===== config.mk =====
export PLATFORM = sky130hd
export DESIGN_NAME = spi_adc_responder
export DESIGN_NICKNAME = d
export VERILOG_FILES = /design/src/rtl/car_sim_pkg.sv /design/src/rtl/spi_pin_sync.sv /design/src/rtl/spi_adc_responder.sv
export SDC_FILE = /design/constraint.sdc
export NUM_CORES = 1
export LEC_CHECK = 0
export CAP_MARGIN = 0
export CORE_MARGIN = 3
export CORE_UTILIZATION = 59
export DETAILED_ROUTE_END_ITERATION = 8
export PLACE_DENSITY = 0.85
export SETUP_SLACK_MARGIN = 0.5
export SLEW_MARGIN = 20
export SYNTH_ARGS = -nofsm -noshare
export SYNTH_HDL_FRONTEND = slang
export SYNTH_SLANG_ARGS = --single-unit

===== constraint.sdc =====
create_clock -name CLK -period 4.3 [get_ports CLK]
set_input_delay 0.86 -clock CLK [delete_from_list [all_inputs] [get_ports CLK]]
set_output_delay 0.86 -clock CLK [all_outputs]
set_load 0.005 [all_outputs]

===== src/rtl/car_sim_pkg.sv =====
// Shared definitions for the car simulator fabric: responder FSM encoding,
// ADC channel numbering and the 8-bit to 12-bit code expansion.
package car_sim_pkg;

    // Responder FSM encoding (kept as plain constants for legacy tooling)
    localparam logic [2:0] ST_IDLE = 3'd0;
    localparam logic [2:0] ST_CMD  = 3'd1;
    localparam logic [2:0] ST_NULL = 3'd2;
    localparam logic [2:0] ST_DATA = 3'd3;
    localparam logic [2:0] ST_TAIL = 3'd4;

    // ODD bit of the command selects the channel
    localparam logic CH_ACCEL = 1'b0;
    localparam logic CH_CDS   = 1'b1;

    localparam int ADC_CMD_BITS = 4;
    localparam int ADC_CODE_W   = 12;

    // Stretch an 8-bit value to full 12-bit scale: 00->000, FF->FFF
    function automatic logic [ADC_CODE_W-1:0] expand_code(input logic [7:0] v);
        return {v, v[7:4]};
    endfunction

endpackage


===== src/rtl/spi_pin_sync.sv =====
// N-stage synchronizer for one asynchronous SPI pin with rise/fall strobes.
// The strobes compare the last synchronizer stage against one extra
// registered copy, so they are one CLK wide and glitch free.
module spi_pin_sync #(
    parameter int   STAGES  = 2,
    parameter logic RST_VAL = 1'b0
) (
    input  logic CLK,
    input  logic global_safe_rst,
    input  logic pin_i,
    output logic rise_o,
    output logic fall_o
);

    logic [STAGES-1:0] sync_q;
    logic              prev_q;

    // Shift the pin through the synchronizer and keep the previous settled level
    always_ff @(posedge CLK or posedge global_safe_rst) begin
        if (global_safe_rst) begin
            sync_q <= {STAGES{RST_VAL}};
            prev_q <= RST_VAL;
        end else begin
            sync_q <= {sync_q[STAGES-2:0], pin_i};
            prev_q <= sync_q[STAGES-1];
        end
    end

    assign rise_o =  sync_q[STAGES-1] & ~prev_q;
    assign fall_o = ~sync_q[STAGES-1] &  prev_q;

endmodule


===== src/rtl/spi_adc_responder.sv =====
// SPI responder emulating a 2-channel 12-bit ADC with MCP3202-style framing.
// Channel codes come from fabric (8-bit) and are expanded to 12 bits.
// All SPI pins are oversampled by CLK; SCK is CPOL=0, MOSI captured on
// rising SCK, MISO launched on falling SCK.
module spi_adc_responder
    import car_sim_pkg::*;
#(
    parameter int SYNC_STAGES = 2,
    parameter int CODE_W      = ADC_CODE_W,
    parameter int CMD_BITS    = ADC_CMD_BITS
) (
    input  logic       CLK,
    input  logic       global_safe_rst,
    input  logic       spi_sck,
    input  logic       spi_cs_n,
    input  logic       spi_mosi,
    output logic       spi_miso,
    output logic       miso_oe,
    input  logic [7:0] ch0_code,
    input  logic [7:0] ch1_code,
    output logic       frame_done,
    output logic       frame_err
);

    localparam logic [3:0] CMD_LAST = 4'(CMD_BITS - 1);
    localparam logic [3:0] CODE_MSB = 4'(CODE_W - 1);
    localparam logic [3:0] CODE_END = 4'(CODE_W);

    logic sck_rise, sck_fall, cs_rise, cs_fall, mosi_s;
    logic [SYNC_STAGES-1:0] mosi_sync_q;

    logic [2:0]          state_q, state_d;
    logic [3:0]          cnt_q, cnt_d;
    logic [CMD_BITS-1:0] cmd_q, cmd_d;
    logic [CODE_W-1:0]   result_q, result_d;
    logic                done_seen_q, done_seen_d;
    logic                miso_q, miso_d;
    logic                oe_q, oe_d;
    logic                done_q, done_d;
    logic                err_q, err_d;

    // Before the MSBF shift the register holds {.., START, SGL, ODD};
    // after it, {START, SGL, ODD, MSBF}.
    logic sgl_now, odd_now, start_bit, sgl_bit, msbf_bit;
    assign sgl_now   = cmd_q[1];
    assign odd_now   = cmd_q[0];
    assign start_bit = cmd_q[CMD_BITS-1];
    assign sgl_bit   = cmd_q[CMD_BITS-2];
    assign msbf_bit  = cmd_q[0];

    spi_pin_sync #(.STAGES(SYNC_STAGES), .RST_VAL(1'b0)) u_sck_sync (
        .CLK             (CLK),
        .global_safe_rst (global_safe_rst),
        .pin_i           (spi_sck),
        .rise_o          (sck_rise),
        .fall_o          (sck_fall)
    );

    spi_pin_sync #(.STAGES(SYNC_STAGES), .RST_VAL(1'b1)) u_cs_sync (
        .CLK             (CLK),
        .global_safe_rst (global_safe_rst),
        .pin_i           (spi_cs_n),
        .rise_o          (cs_rise),
        .fall_o          (cs_fall)
    );

    // MOSI only needs level synchronisation; it is sampled on the SCK rise strobe
    always_ff @(posedge CLK or posedge global_safe_rst) begin
        if (global_safe_rst) begin
            mosi_sync_q <= '0;
        end else begin
            mosi_sync_q <= {mosi_sync_q[SYNC_STAGES-2:0], spi_mosi};
        end
    end

    assign mosi_s = mosi_sync_q[SYNC_STAGES-1];

    // Frame sequencing: command capture, null bit, MSB-first data, optional LSB-first tail
    always_comb begin
        state_d     = state_q;
        cnt_d       = cnt_q;
        cmd_d       = cmd_q;
        result_d    = result_q;
        done_seen_d = done_seen_q;
        miso_d      = miso_q;
        oe_d        = oe_q;
        done_d      = 1'b0;
        err_d       = 1'b0;

        if (state_q != ST_IDLE && cs_rise) begin
            // Deselect wins over any coincident SCK edge
            state_d = ST_IDLE;
            oe_d    = 1'b0;
            miso_d  = 1'b0;
            err_d   = ~done_seen_q;
        end else begin
            case (state_q)
                ST_IDLE: begin
                    if (cs_fall) begin
                        state_d     = ST_CMD;
                        oe_d        = 1'b1;
                        miso_d      = 1'b0;
                        cnt_d       = '0;
                        cmd_d       = '0;
                        result_d    = '0;
                        done_seen_d = 1'b0;
                    end
                end
                ST_CMD: begin
                    if (sck_rise) begin
                        if (cnt_q == '0) begin
                            // Leading zeros are ignored until START
                            if (mosi_s) begin
                                cmd_d = {{(CMD_BITS-1){1'b0}}, 1'b1};
                                cnt_d = 4'd1;
                            end
                        end else begin
                            cmd_d = {cmd_q[CMD_BITS-2:0], mosi_s};
                            cnt_d = cnt_q + 4'd1;
                            if (cnt_q == CMD_LAST) begin
                                // MSBF bit: freeze the selected code for the whole frame
                                state_d = ST_NULL;
                                cnt_d   = '0;
                                if (sgl_now) begin
                                    result_d = expand_code((odd_now == CH_CDS) ? ch1_code : ch0_code);
                                end else begin
                                    result_d = '0;
                                    err_d    = 1'b1;
                                end
                            end
                        end
                    end
                end
                ST_NULL: begin
                    if (sck_fall) begin
                        miso_d  = 1'b0;
                        state_d = ST_DATA;
                        cnt_d   = CODE_MSB;
                    end
                end
                ST_DATA: begin
                    if (sck_fall) begin
                        miso_d = result_q[cnt_q];
                        if (cnt_q == '0) begin
                            state_d = ST_TAIL;
                            cnt_d   = 4'd1;
                        end else begin
                            cnt_d = cnt_q - 4'd1;
                        end
                    end
                end
                ST_TAIL: begin
                    // First rise here is the one where the initiator reads B0
                    if (sck_rise && !done_seen_q && start_bit && sgl_bit) begin
                        done_d      = 1'b1;
                        done_seen_d = 1'b1;
                    end
                    if (sck_fall) begin
                        if (!msbf_bit && cnt_q < CODE_END) begin
                            miso_d = result_q[cnt_q];
                            cnt_d  = cnt_q + 4'd1;
                        end else begin
                            miso_d = 1'b0;
                        end
                    end
                end
                default: begin
                    state_d = ST_IDLE;
                    oe_d    = 1'b0;
                    miso_d  = 1'b0;
                end
            endcase
        end
    end

    // Frame state and output registers
    always_ff @(posedge CLK or posedge global_safe_rst) begin
        if (global_safe_rst) begin
            state_q     <= ST_IDLE;
            cnt_q       <= '0;
            cmd_q       <= '0;
            result_q    <= '0;
            done_seen_q <= 1'b0;
            miso_q      <= 1'b0;
            oe_q        <= 1'b0;
            done_q      <= 1'b0;
            err_q       <= 1'b0;
        end else begin
            state_q     <= state_d;
            cnt_q       <= cnt_d;
            cmd_q       <= cmd_d;
            result_q    <= result_d;
            done_seen_q <= done_seen_d;
            miso_q      <= miso_d;
            oe_q        <= oe_d;
            done_q      <= done_d;
            err_q       <= err_d;
        end
    end

    assign spi_miso   = miso_q & oe_q;
    assign miso_oe    = oe_q;
    assign frame_done = done_q;
    assign frame_err  = err_q;

endmodule

== After elaboration in Yosys (flattened, before gate mapping) ==
Cells that the tools add are included.

* Register bits after elaboration: 36
* Input port bits: 21
* Output and inout bits: 4
* Word-level logic and storage cells: 129

* $add $sub $neg: 2
* $lt $le $gt $ge: 2
* Equal/unequal tests: 26
* Muxes and demuxes: 53
* Bitwise logic cells: 11
* Reductions and logical operators: 21

{| class="wikitable"
|+ Operators by type and width
! operator !! number
|-
| 2-to-1 mux 12 bit || 5
|-
| 2-to-1 mux 4 bit || 12
|-
| != test 3 bit (second input constant) || 9
|-
| 2-to-1 mux 3 bit || 8
|-
| case mux 12 bit (2 select lines) || 1
|-
| != test 2 bit (second input constant) || 11
|-
| case mux 4 bit (5 select lines) || 1
|-
| 2-to-1 mux 1 bit || 19
|-
| case mux 3 bit (5 select lines) || 1
|-
| AND reduction 5 bit || 2
|-
| AND reduction 9 bit || 1
|-
| 2-to-1 mux 8 bit || 1
|-
| case mux 4 bit (2 select lines) || 1
|-
| AND reduction 8 bit || 1
|-
| == test 3 x 2 -> 1 bit (second input constant) || 2
|-
| inverter 1 bit || 6
|-
| AND reduction 6 bit || 1
|-
| AND 1 bit || 5
|-
| logical AND 1 bit || 5
|-
| < comparator 4 x 5 -> 1 bit (second input constant) || 1
|-
| case mux 1 bit (5 select lines) || 1
|-
| nonzero test 5 bit || 1
|-
| adder 4 x 1 -> 4 bit (second input constant) || 1
|-
| binary-select mux 1 bit (select 4 bit) || 1
|-
| other kinds (15) || 18
|}

== Logic depth before layout (Yosys ltp) ==
* Depth after elaboration: 8
* Gate-level depth with buffers: 9
* Depth with buffers taken out: 7

== Hierarchy ==
A second synthesis with hierarchy kept.

* Cells, all modules: 195
* Area, all modules: 1,949.4 um2

{| class="wikitable"
|+ By module, submodules not included
! module !! times used !! cells each !! area each (um2) !! seq. area each (um2)
|-
| spi_adc_responder || 1 || 183 || 1,757.9 || 650.6
|-
| spi_pin_sync (u_cs_sync) || 1 || 6 || 97.6 || 78.8
|-
| spi_pin_sync (u_sck_sync) || 1 || 6 || 93.8 || 75.1
|}

== Worst setup path before layout ==
No wires, ideal clock.

* Path type: register to register
* Start point: register cnt_q[0]
* End point: register result_q[10]
* Setup time: 0.125 ns
* Arrival time: 1.989 ns
* Data required time: 4.175 ns
* Slack: 2.187 ns
* Cell stages (with the launch flop): 6
* Buffers on the path: 0
* Clock period less this slack: 2.113 ns
* Path through: dfrtp_1 ha_1 or3b_1 or3_4 a21oi_4 mux2_2

* Longest elaborated chain between the ends: 3
* Elaborated cells between the ends (all ways): 5
* Those cells by class: 3 x eq/ne; 2 x reduce/logical

{| class="wikitable"
|+ Ends and longest elaborated chain
! what !! RTL line !! source
|-
| start, declared || spi_adc_responder.sv:33 || <nowiki>logic [3:0] cnt_q, cnt_d;</nowiki>
|-
| start signal, assigned || spi_adc_responder.sv:190 || <nowiki>cnt_q <= cnt_d;</nowiki>
|-
| == test 4 x 2 -> 1 bit / zero test 4 bit (equally long branches) || spi_adc_responder.sv:120, spi_adc_responder.sv:111 ||
|-
| != test 2 bit (no source line) || -- ||
|-
| AND reduction 6 bit (no source line) * || -- ||
|-
| end signal, assigned || spi_adc_responder.sv:192 || <nowiki>result_q <= result_d;</nowiki>
|-
| end, declared || spi_adc_responder.sv:35 || <nowiki>logic [CODE_W-1:0] result_q, result_d;</nowiki>
|}

Mark *: on every way between the ends. The rest lies on a longest branch, timed or not.
A chain may end at the register's enable or synchronous reset.

== Worst setup path in the final report ==
* Start point: register cnt_q[0]
* End point: register result_q[8]

The elaborated chain is that of the path after synthesis.

==> impl_metrics.ini <==
[run_status]
outcome = completed

[drt]
route.vias.total = 1516
drt-vias-per-instance = 5.99
drc = 0
detail_route.first_pass.iterations = 4
totalWireLength_um = 4040
antenna_violating_nets_post_route = 0
wl_per_cell_um = 16.0
drt_iter0_markers = 148

[yosys]
yosys_warnings = 0
syn_area_per_cell_um2 = 9.93
post_synth_xor_area_fraction_pct = 0.467
synthTopCellsByCount = sky130_fd_sc_hd__dfrtp_1 (29), sky130_fd_sc_hd__nor2_1 (19), sky130_fd_sc_hd__nand2_1 (15), sky130_fd_sc_hd__a21oi_1 (12), sky130_fd_sc_hd__o21ai_0 (12)
synth-adder-area-share_pct = 1.33
synth_edf_count = 0
synth_flop_cell = sky130_fd_sc_hd__dfrtp_1
synth-seq-cells = 32
synth_top_family_by_area = simple AND/OR/NAND/NOR gates
synth_compound_area_share_pct = 17.6
post-synth-top-count-cell = sky130_fd_sc_hd__dfrtp_1
synthDistinctLibCells = 57
synth_top_cell_area_share_pct = 38.7
syn_inst_count = 189
post_synthesis_instance_area_um2 = 1880
mappedNetlistNets = 212
synth.largest_area_cell = sky130_fd_sc_hd__dfrtp_1
synth_async_sr_flop_share_pct = 100
muxShareOfSynthArea_pct = 14.3
seq_area_frac_synth_pct = 42.9
synthesized_area_fraction_occupied_by_and_or_nand_nor_cells_pct = 20.0
ys_top_cells_by_area = sky130_fd_sc_hd__dfrtp_1 (39%), sky130_fd_sc_hd__mux2_2 (6.6%), sky130_fd_sc_hd__mux2i_1 (5.3%)

[power_and_ir_drop]
leakage_nw = 0.900
power.switching_mw = 0.478
share_comb_of_total_power_pct = 44.1
report.power.total_mw = 1.13
cellPowerDensity_nw_per_um2 = 516
power.ir.vdd_worst_mv = 0.382
share_clk_of_total_power_pct = 15.7
power.internal_mw = 0.651
seqPwrFrac_pct = 40.2
power_switching_share_pct = 42.3

[critical_path]
kind_of_capture_point_of_the_worst_setup_path = flip-flop
critical-path-max-stage-delay_ns = 0.50
critical_path_required_ns = 4.52
crit_path_top_delay_cell = sky130_fd_sc_hd__dfrtp_1
critPathKind = reg2reg
timing.critical_path.cells = ha_1 -> or3b_1 -> or3_4 -> a21oi_4 -> mux2_2
worst-path-max-fanout = 8
timing.critical_path.from_type = flip-flop
worst-endpoint-arrival_ns = 2.55

[floorplanning]
io_pins = 25
num_rows = 19
design.die.area_um2 = 3890
initial_utilization_pct = 64.7
die_height_um = 62.4
placeable_core_region_um2 = 2900
horizontal_extent_of_the_die_um = 62.4

[placement]
final_hpwl_from_detailed_placement_um = 3020
buffer_ports.inserted = 24
gp_congestion = 0.846

[sta]
rsz_0062_raised_after_global_routing = false
clock_skew_ns = 0.00854
setup_viol = 0
fin_crit_sh_pct = 54.0
max_freq_ghz = 0.431
finalHoldViolCount = 0
slew_worst_pin_ns = 0.640
timing.setup.tns_ns = 0
slew_headroom_pct = 57.2
maxSlewViolCount = 0
min_period_ns = 2.32

[global_routing]
groute.layer.met3.usage_pct = 5.76
antenna_violations_before_repair = 0
met2_track_demand_over_resource_in_global_routing_pct = 36.1
vias_in_the_first_global_route = 1506
total_grt_usage_pct = 22.7
gr-max-usage-layer = met2
grt.met1_usage_pct = 29.2
globalRouteOverflowTotal = 0
grt_pass1_wl_um = 7000
grt_start_max_net_pins = 33

[layout]
areaGrowthSynthToFinish_pct = 16.5
drive_gt1_share_pct = 17.1
nets = 233
antenna_cells_inserted = 0

[clock_tree]
cts_htree_levels = 2
clk_pin_slew_worst_paths_ns = 0.10
cts.root.buffer_cell = sky130_fd_sc_hd__clkbuf_4
postCtsHoldBufs = 0
cts_inserted_buffers = 5
tritoncts_sinks = 32
cts_buffer_depth = 2
clock_insertion_delay_worst_skew_ns = 0.34
post-cts-setup-buffer-count = 0
cts_tree = built
cts_repair_resize_count = 0

[run]
maxcap_violations = 0

[hold_path]
worstHoldPathType = reg2reg
[metal layers]
metal | part of all wire (%) | vias to the layer above
li1 | - | 720
met1 | 43 | 724
met2 | 49 | 62
met3 | 6.4 | 10
met4 | 1.8 | 0
met5 | 0 | -
[cells in the final DEF (no fill, tap or decap), drive strengths merged, types with 3 or more instances in the layout]
| cell type | instances |
|---|---|
| nand2 | 15 |
| nand3 | 3 |
| clkdlybuf4s50 | 24 |
| inv | 5 |
| nor3 | 4 |
| dfrtp | 29 |
| nor3b | 3 |
| nor2b | 7 |
| dfstp | 3 |
| a21oi | 13 |
| nor2 | 19 |
| mux2 | 11 |
| mux2i | 10 |
| o21ai | 13 |
| clkbuf | 5 |
| nand2b | 3 |
| and3 | 3 |
[worst max-delay path: cells and delay by family, from the launching register on]
kind | cells | cell delay (ns)
simple gates | 2 | 0.79
flops | 1 | 0.50
mux | 1 | 0.38
compound gates | 1 | 0.30
fa+ha+maj | 1 | 0.24
[area by class of cell]
cell class                 instances  area (µm²)
timing repair buffer              24         240
tap                               42        52.6
clock inverter                     3        23.8
fill                             216         714
sequential                        32         805
multi-input combinational        142        1010
inverter                           5        18.8
clock buffer                       5        37.5
[per-stage QoR]
| stage | worst slack [ns] | area, µm² | instances | util (%) | hold WS, ns |
|---|---|---|---|---|---|
| global placement | 2.08 | 2120 | 245 | 73.3 | 0.337 |
| floorplan | 2.19 | 1880 | 189 | - | 0.331 |
| detailed placement | 2.01 | 2120 | 245 | 73.3 | 0.340 |
| global route | 1.84 | 2190 | 253 | 75.4 | 0.372 |
| CTS | 1.98 | 2190 | 253 | 75.4 | 0.365 |
| finish | 1.98 | 2190 | 253 | 75.4 | 0.361 |
[worst paths after layout]
path                                          start                       end  slack, ns  cells after the start
max                            cnt_q[0]$_DFFE_PP0P_   result_q[8]$_DFFE_PP0P_       1.98                      5
max in group asynchronous           global_safe_rst      cnt_q[0]$_DFFE_PP0P_       2.96                      2
max reg2reg                    cnt_q[0]$_DFFE_PP0P_   result_q[8]$_DFFE_PP0P_       1.98                      5
min in group asynchronous           global_safe_rst       miso_oe$_DFFE_PP0P_       0.92                      2
min reg2reg                mosi_sync_q[0]$_DFF_PP0_  mosi_sync_q[1]$_DFF_PP0_       0.36                      0
min                        mosi_sync_q[0]$_DFF_PP0_  mosi_sync_q[1]$_DFF_PP0_       0.36                      0
[sequential cells by signal, indices dropped and copies added, names as in the netlist, 2 cells and up]
register           cells
result_q               8
state_q                3
mosi_sync_q            2
cmd_q                  4
u_sck_sync.sync_q      2
u_cs_sync.sync_q       2
cnt_q                  4
[logic make-up (layout without fill, tap and decap cells)]
logic type               Yosys count  count (layout)
multiplexers                      23              23
XOR/XNOR                           1               1
AO/OA/AOI/OAI                     48              48
AND/OR/NAND/NOR                   68              68
flip-flops                        32              32
adder cells (fa/ha/maj)            2               2
buffers and inverters             15              37
[power by group through the flow]
stage	clock network (mW)	registers, mW	logic, mW
after global routing	0.196	0.467	0.549
after global placement	0	0.451	0.474
after floorplan	0	0.386	0.447
after CTS	0.182	0.451	0.493
after detailed placement	0	0.458	0.488
final	0.177	0.454	0.497
Power figures use the tool's default switching activity.
